==> src/rtl/knob_step_decoder.sv <==
`default_nettype none
// ============================================================================
//  Module   : knob_step_decoder
//  Brief    : Quadrature encoder front end: sync, debounce, Gray decode and
//             detent accumulation into single-cycle inc/dec/err ticks.
//  Revision : 1.0 - initial release
// ============================================================================
module knob_step_decoder #(
    parameter int DB_CYCLES       = 100000,
    parameter int COUNTS_PER_STEP = 4
) (
    input  logic       clk_100MHz,
    input  logic       reset,
    input  logic       a_in,
    input  logic       b_in,
    output logic       inc_tick,
    output logic       dec_tick,
    output logic       err_tick,
    output logic [4:0] position,
    output logic [1:0] dir_led
);

    localparam int                       CNT_W     = $clog2(DB_CYCLES);
    localparam int                       ACC_W     = $clog2(COUNTS_PER_STEP) + 2;
    localparam logic [CNT_W-1:0]         C_CNT_MAX = CNT_W'(DB_CYCLES - 1);
    localparam logic [CNT_W-1:0]         C_CNT_ONE = CNT_W'(1);
    localparam logic signed [ACC_W-1:0]  C_ACC_MAX = ACC_W'(COUNTS_PER_STEP - 1);
    localparam logic signed [ACC_W-1:0]  C_ACC_MIN = -C_ACC_MAX;
    localparam logic signed [ACC_W-1:0]  C_ACC_ONE = ACC_W'(1);

    // Channel pairs are packed as {A, B} throughout.
    logic [1:0]             sync1_q;
    logic [1:0]             sync2_q;
    logic [1:0]             db_q;
    logic [1:0]             db_d;
    logic [1:0]             prev_q;
    logic [CNT_W-1:0]       cnt_q [2];
    logic [CNT_W-1:0]       cnt_d [2];
    logic signed [ACC_W-1:0] acc_q;
    logic signed [ACC_W-1:0] acc_d;
    logic [4:0]             pos_q;
    logic [4:0]             pos_d;
    logic [1:0]             dir_q;
    logic [1:0]             dir_d;
    logic                   inc_q;
    logic                   inc_d;
    logic                   dec_q;
    logic                   dec_d;
    logic                   err_q;
    logic                   err_d;

    logic [1:0]             w_idx_cur;
    logic [1:0]             w_idx_prev;
    logic [1:0]             w_delta;
    logic                   w_step_up;
    logic                   w_step_dn;
    logic                   w_illegal;

    always_ff @(posedge clk_100MHz) begin
        sync1_q <= {a_in, b_in};
        sync2_q <= sync1_q;
    end

    // The debounced value flips on the DB_CYCLES-th consecutive differing edge.
    always_comb begin
        db_d = db_q;
        for (int i = 0; i < 2; i++) begin
            cnt_d[i] = '0;
            if (sync2_q[i] != db_q[i]) begin
                if (cnt_q[i] == C_CNT_MAX) begin
                    db_d[i] = sync2_q[i];
                end else begin
                    cnt_d[i] = cnt_q[i] + C_CNT_ONE;
                end
            end
        end
    end

    // Map the Gray sequence 00,01,11,10 to 0..3 so a CW step is +1 mod 4.
    assign w_idx_cur  = {db_q[1],   db_q[1]   ^ db_q[0]};
    assign w_idx_prev = {prev_q[1], prev_q[1] ^ prev_q[0]};
    assign w_delta    = w_idx_cur - w_idx_prev;
    assign w_step_up  = (w_delta == 2'd1);
    assign w_step_dn  = (w_delta == 2'd3);
    assign w_illegal  = (w_delta == 2'd2);

    always_comb begin
        acc_d = acc_q;
        pos_d = pos_q;
        dir_d = dir_q;
        inc_d = 1'b0;
        dec_d = 1'b0;
        err_d = w_illegal;
        if (w_step_up) begin
            if (acc_q == C_ACC_MAX) begin
                acc_d = '0;
                inc_d = 1'b1;
                pos_d = pos_q + 5'd1;
                dir_d = 2'b10;
            end else begin
                acc_d = acc_q + C_ACC_ONE;
            end
        end else if (w_step_dn) begin
            if (acc_q == C_ACC_MIN) begin
                acc_d = '0;
                dec_d = 1'b1;
                pos_d = pos_q - 5'd1;
                dir_d = 2'b01;
            end else begin
                acc_d = acc_q - C_ACC_ONE;
            end
        end
    end

    // Reset seeds the debounced and previous pairs from the synchronizer so an
    // encoder resting anywhere produces no step when reset releases.
    always_ff @(posedge clk_100MHz) begin
        if (reset) begin
            db_q   <= sync2_q;
            prev_q <= sync2_q;
            for (int i = 0; i < 2; i++) begin
                cnt_q[i] <= '0;
            end
            acc_q  <= '0;
            pos_q  <= '0;
            dir_q  <= 2'b00;
            inc_q  <= 1'b0;
            dec_q  <= 1'b0;
            err_q  <= 1'b0;
        end else begin
            db_q   <= db_d;
            prev_q <= db_q;
            for (int i = 0; i < 2; i++) begin
                cnt_q[i] <= cnt_d[i];
            end
            acc_q  <= acc_d;
            pos_q  <= pos_d;
            dir_q  <= dir_d;
            inc_q  <= inc_d;
            dec_q  <= dec_d;
            err_q  <= err_d;
        end
    end

    assign inc_tick = inc_q;
    assign dec_tick = dec_q;
    assign err_tick = err_q;
    assign position = pos_q;
    assign dir_led  = dir_q;

endmodule
`default_nettype wire

==> config.mk <==
export PLATFORM = sky130hd
export DESIGN_NAME = knob_step_decoder
export DESIGN_NICKNAME = d
export VERILOG_FILES = /design/src/rtl/knob_step_decoder.sv
export SDC_FILE = /design/constraint.sdc
export NUM_CORES = 1
export LEC_CHECK = 0
export ABC_CLOCK_PERIOD_IN_PS = 4000
export CORE_AREA = 5 5 92 94
export DETAILED_ROUTE_END_ITERATION = 8
export DIE_AREA = 0 0 97 99
export PLACE_DENSITY = 0.53
export SLEW_MARGIN = 20
export SYNTH_ARGS = -nofsm -noshare
export SYNTH_HDL_FRONTEND = slang
export SYNTH_SLANG_ARGS = --single-unit
==> constraint.sdc <==
create_clock -name clk_100MHz -period 4 [get_ports clk_100MHz]
set_clock_uncertainty 0.2 [all_clocks]
set_input_delay 0.8 -clock clk_100MHz [delete_from_list [all_inputs] [get_ports clk_100MHz]]
set_output_delay 0.8 -clock clk_100MHz [all_outputs]
set_load 0.02 [all_outputs]
* Word-level counts from Yosys, hierarchy flattened
Memories as Yosys holds them, arrays and structs flattened.
Cells that the tools add are included.
** Storage, ports and cells
- Memories :: 1
- Output and inout port bits :: 10
- Register bits :: 22
- Word-level logic and storage cells :: 75
- Bits in writable memories :: 34
** Cells by class
- Reductions and logical operators :: 11
- Equality and inequality tests :: 10
- Add/subtract/negate cells :: 7
- Bitwise operators :: 6
- Muxes and demuxes :: 29
** Memory list
- cnt_q :: words 2, width 17, read ports 2, clocked after memory_dff 0, wr ports 2, RTL line 37 : logic [CNT_W-1:0] cnt_q [2];
** Operators with widths (number)
- 17-bit 2-to-1 mux :: 6
- 17-bit by 1-bit adder with 17-bit output (second input constant) :: 2
- 17-bit equality test (second input constant) :: 2
- 5-bit 2-to-1 mux :: 4
- 4-bit 2-to-1 mux :: 4
- 2-bit 2-to-1 mux :: 6
- 2-bit nonzero test :: 6
- 1-bit 2-to-1 mux :: 9
- 4-bit by 3-bit equality test with 1-bit output (second input constant) :: 2
- 5-bit by 1-bit adder with 5-bit output (second input constant) :: 1
- 5-bit by 1-bit subtractor with 5-bit output (second input constant) :: 1
- 4-bit by 2-bit adder with 4-bit output (second input constant) :: 1
- 2-bit equality test (second input constant) :: 2
- 2-bit AND reduction :: 2
- 4-bit by 2-bit subtractor with 4-bit output (second input constant) :: 1
- 3-bit AND reduction :: 1
- 3-bit OR reduction :: 1
- 2-bit by 1-bit equality test with 1-bit output (second input constant) :: 1
- 1-bit inequality test :: 2
- 2-bit by 1-bit inequality test with 1-bit output (second input constant) :: 1
- 1-bit inverter :: 2
- 1-bit bitwise OR :: 2
- 2-bit OR reduction :: 1
- 2-bit subtractor :: 1
- 1-bit XOR :: 2

* Longest topological paths before layout
- Depth after elaboration :: 5
- Mapped depth :: 12

* Worst setup path before layout
No wires, ideal clock.
- Path kind :: flip-flop to flip-flop
- Start :: register db_q[1]
- End :: register pos_q[4] (netlist: position[4])
- Slack :: 1.002 ns
- Stages on the path, launching flop included :: 13
- Clock period less this slack :: 2.998 ns
- Setup time :: 0.121 ns
- Required time :: 3.679 ns
- Arrival time :: 2.676 ns
- Cell sequence :: edfxtp_1 -> xnor2_1 -> ha_1 -> xnor3_2 -> nor2b_1 -> clkbuf_2 -> inv_1 -> ha_1 -> nor2b_1 -> o21a_1 -> o21a_1 -> o21ai_2 -> mux2_4
** Between the ends
- Cells in the longest elaborated chain, start to end :: 5
** Ends and longest elaborated chain
- start: declaration :: RTL line 34 : logic [1:0] db_q;
- start signal: assignment :: RTL line 119 : db_q <= sync2_q;
- 1-bit XOR :: RTL line 80 : assign w_idx_cur = {db_q[1], db_q[1] ^ db_q[0]};
- 2-bit subtractor (*) :: RTL line 82 : assign w_delta = w_idx_cur - w_idx_prev;
- 2-bit by 1-bit equality test with 1-bit output or 2-bit equality test (tied branches) :: RTL line 83, 84
- 2-bit by 1-bit inequality test with 1-bit output (no source line) or 2-bit nonzero test (tied branches)
- 3-bit AND reduction (no source line)
- end signal: assignment :: RTL line 137 : pos_q <= pos_d;
- end: declaration :: RTL line 41 : logic [4:0] pos_q;
Every way passes the cells marked *; elsewhere a longest branch is shown, timed or not.
A chain may end at the register's enable or synchronous reset.

* Worst setup path after layout
Same ends and word-level chain as after synthesis.

==> flow_summary.json <==
{
  "die-area_mm2": 0.009603,
  "area_delta_synth_final_pct": 12.66,
  "seqCellArea_mm2": 0.001141,
  "final-hold-violation-count": 0,
  "cts_resized": 0,
  "synth_mux_area_share_pct": 3.227,
  "synthXorXnorAreaFrac_pct": 13.25,
  "status": "complete, no violations",
  "drt_iter0_markers": 46,
  "maxCapViolations": 0,
  "rows": 32,
  "min_period_ps": 3188,
  "clockRootBuffer": "clkbuf_8",
  "htree_levels": 2,
  "numPortBuffers": 13,
  "critPathLaunchType": "flop",
  "critPathRequiredTime_ps": 4010,
  "ir_drop_uv": 136.7,
  "syn_area_mm2": 0.002559,
  "multiInputGateArea_mm2": 0.001339,
  "numCtsBuffers": 5,
  "power_leakage_nw": 1.015,
  "synth-adder-area-share_pct": 5.183,
  "postLayoutCoreUtil_pct": 38.10,
  "num_vias": 1795,
  "die_h_um": 99,
  "p_sw_mw": 0.3135,
  "ios": 14,
  "finalCritPeriodShare_pct": 79.69,
  "synthSimpleGateAreaFrac_pct": 24.06,
  "grt_usage_pct": 9.467,
  "drt_wl_total_um": 4316,
  "antenna_found_initial": 0,
  "wl_per_cell_um": 10.90,
  "die_x_um": 97,
  "vias_per_cell": 4.533,
  "yosys-top-cells-area": "dfxtp_1 42%, nor2_1 7.3%, xnor2_1 6.5%",
  "critPathKind": "reg2reg",
  "synth_top_area_share_pct": 42.25,
  "pwr_density_cell_mw_per_mm2": 386.7,
  "cts_tree": "yes",
  "grt_first_pass_wirelength_um": 7721,
  "clockBufferDepth": 2,
  "worst_r2r_path_depth": 12,
  "gr-total-overflow": 0,
  "gp_congestion": 0.7352,
  "p_clk_share_pct": 28.3,
  "syn_nets": 295,
  "postSynthAreaPerCell_um2": 9.106,
  "tightest_slew_ps": 766.4,
  "crit_fanout": 8,
  "cts_hold_buf": 0,
  "final_nets": 307,
  "ys_types": 42,
  "relSlewSlack_pct": 48.78,
  "layout_commonest_cell": "dfxtp_1",
  "p_sw_share_pct": 28.13,
  "max_freq_mhz": 313.7,
  "synth_top_family_by_area": "simple AND/OR/NAND/NOR gates",
  "critPathCaptureType": "flop",
  "clk_latency_ps": 310,
  "grt_max_degree": 19,
  "clk_pin_slew_ps": 110,
  "synth-compound-area-share_pct": 6.210,
  "start_util_pct": 33.81,
  "synth-warning-count": 0,
  "grt_pass1_vias": 1703,
  "final_cell_mix": "54 x dfxtp_1, 50 x nor2_1, 25 x nand2_1",
  "whs_path_depth": 0,
  "internal_power_mw": 0.8011,
  "drc": 0,
  "num-fill-cells": 764,
  "cp_slowest_cell": "edfxtp_1",
  "comb_power_share_pct": 16.9,
  "clock-sinks": 56,
  "cts_setup_buffers": 0,
  "ant_nets": 0,
  "dr.pass1.iters": 4,
  "synth-seq-cells": 56,
  "crit_chain": "xnor2_1, ha_1, xnor3_2, nor2b_1, buf_4, inv_1, ha_1, nor2b_1, o21a_1, o21a_1, o21ai_2, mux2_4",
  "rsz0062_at_grt": "false",
  "min_path_type": "reg2reg",
  "critPathArrivalTime_ps": 3200,
  "post-dp-hpwl_um": 3036,
  "drv_slew": 0,
  "core_mm2": 0.007567,
  "fin_tns_setup_ps": 0,
  "yosysTopAreaCell": "dfxtp_1",
  "cpPeakStageDelay_ps": 480,
  "syn_inst": 281,
  "setup_viol": 0,
  "p_seq_share_pct": 54.8,
  "yosysSeqAreaShare_pct": 44.60,
  "drive_gt1_share_pct": 6.803,
  "diodes": 0
}
-- metrics by stage --
stage / area (um^2) / std cells / worst slack (ps) / power (mW) / hold WS (ps)
detailed placement: 2790 / 388 / 815.6 / 0.8150 / 122.7
global placement: 2780 / 388 / 917.0 / 0.8080 / 124.0
CTS: 2883 / 396 / 809.1 / 1.138 / 146.7
global route: 2883 / 396 / 663.2 / 1.180 / 152.7
finish: 2883 / 396 / 812.5 / 1.115 / 147.2
floorplan: 2559 / 281 / 1002 / 0.7750 / 109.6
-- cell type report --
cell class                      instances  area share [%]
Clock buffer                            5           2.387
Clock inverter                          3          0.8247
Inverter                               10           1.302
Multi-Input combinational cell        205           46.44
Sequential cell                        56           39.58
Tap cell                              102           4.427
Timing Repair Buffer                   15           5.035
-- power by group through the flow --
stage          sequential, mW  combinational (mW)  clock (mW)
3_3_place_gp            0.623               0.186           0
5_1_grt                 0.615               0.213       0.352
2_1_floorplan           0.615               0.160           0
4_1_cts                 0.611               0.192       0.335
6_report                0.610               0.189       0.315
3_5_place_dp            0.623               0.192           0
-- Yosys cell counts (all sizes together) --
cell type / count
dfxtp: 54
nor2: 50
nand2: 25
xnor2: 19
xor2: 17
a21oi: 10
inv: 10
and3: 9
ha: 9
clkbuf: 7
nand4: 7
nor3: 7
o21ai: 7
nand3: 6
nor2b: 5
or3: 5
mux2: 4
a211oi: 3
and4: 3
buf: 3
mux2i: 3
edfxtp: 2
nand4b: 2
nor3b: 2
o21a: 2
a21o: 1
and2: 1
fa: 1
nand2b: 1
nor4: 1
nor4bb: 1
o22a: 1
o311ai: 1
or2: 1
xnor3: 1
-- cell families (layout without fill, tap and decap cells) --
family / Yosys count / count (layout)
AO/OA/AOI/OAI: 25 / 25
adder cells (fa/ha/maj): 10 / 10
flip-flops: 56 / 56
multiplexers: 7 / 7
XOR/XNOR: 37 / 37
AND/OR/NAND/NOR: 126 / 126
buffers and inverters: 20 / 33
-- critical path, delay by kind of cell (launching register included) --
| kind | cells | cell delay, ps |
|---|---|---|
| XOR/XNOR | 2 | 550 |
| AO/OA/AOI/OAI | 3 | 510 |
| flip-flops | 1 | 480 |
| adder cells (fa/ha/maj) | 2 | 450 |
| AND/OR/NAND/NOR | 2 | 320 |
| multiplexers | 1 | 300 |
| buffers and inverters | 2 | 270 |
-- flip-flops by register name, summed over array words and instances, names as in the netlist --
register	cells
dec_tick	1
prev_q	2
db_q	2
acc_q	4
sync2_q	2
sync1_q	2
position	5
cnt_q	34
inc_tick	1
dir_led	2
err_tick	1
-- per-layer routing --
metal | vias up | share of wire, % | GRT usage [%]
li1 | 959 | - | -
met1 | 816 | 54 | 12.62
met2 | 15 | 42 | 14.86
met3 | 5 | 2.4 | 2.265
met4 | 0 | 1.6 | 3.564
met5 | - | 0 | 0
-- final timing paths --
kind / from / endpoint / slack [ps]
worst max-delay path: db_q[1]$_DFFE_PP_ / position[4]$_SDFFE_PP0P_ / 810
worst min-delay path: sync1_q[0]$_DFF_P_ / sync2_q[0]$_DFF_P_ / 150
worst min register to register: sync1_q[0]$_DFF_P_ / sync2_q[0]$_DFF_P_ / 150
worst max register to register: db_q[1]$_DFFE_PP_ / position[4]$_SDFFE_PP0P_ / 810
Note: power is estimated with default switching activity, not from simulation.
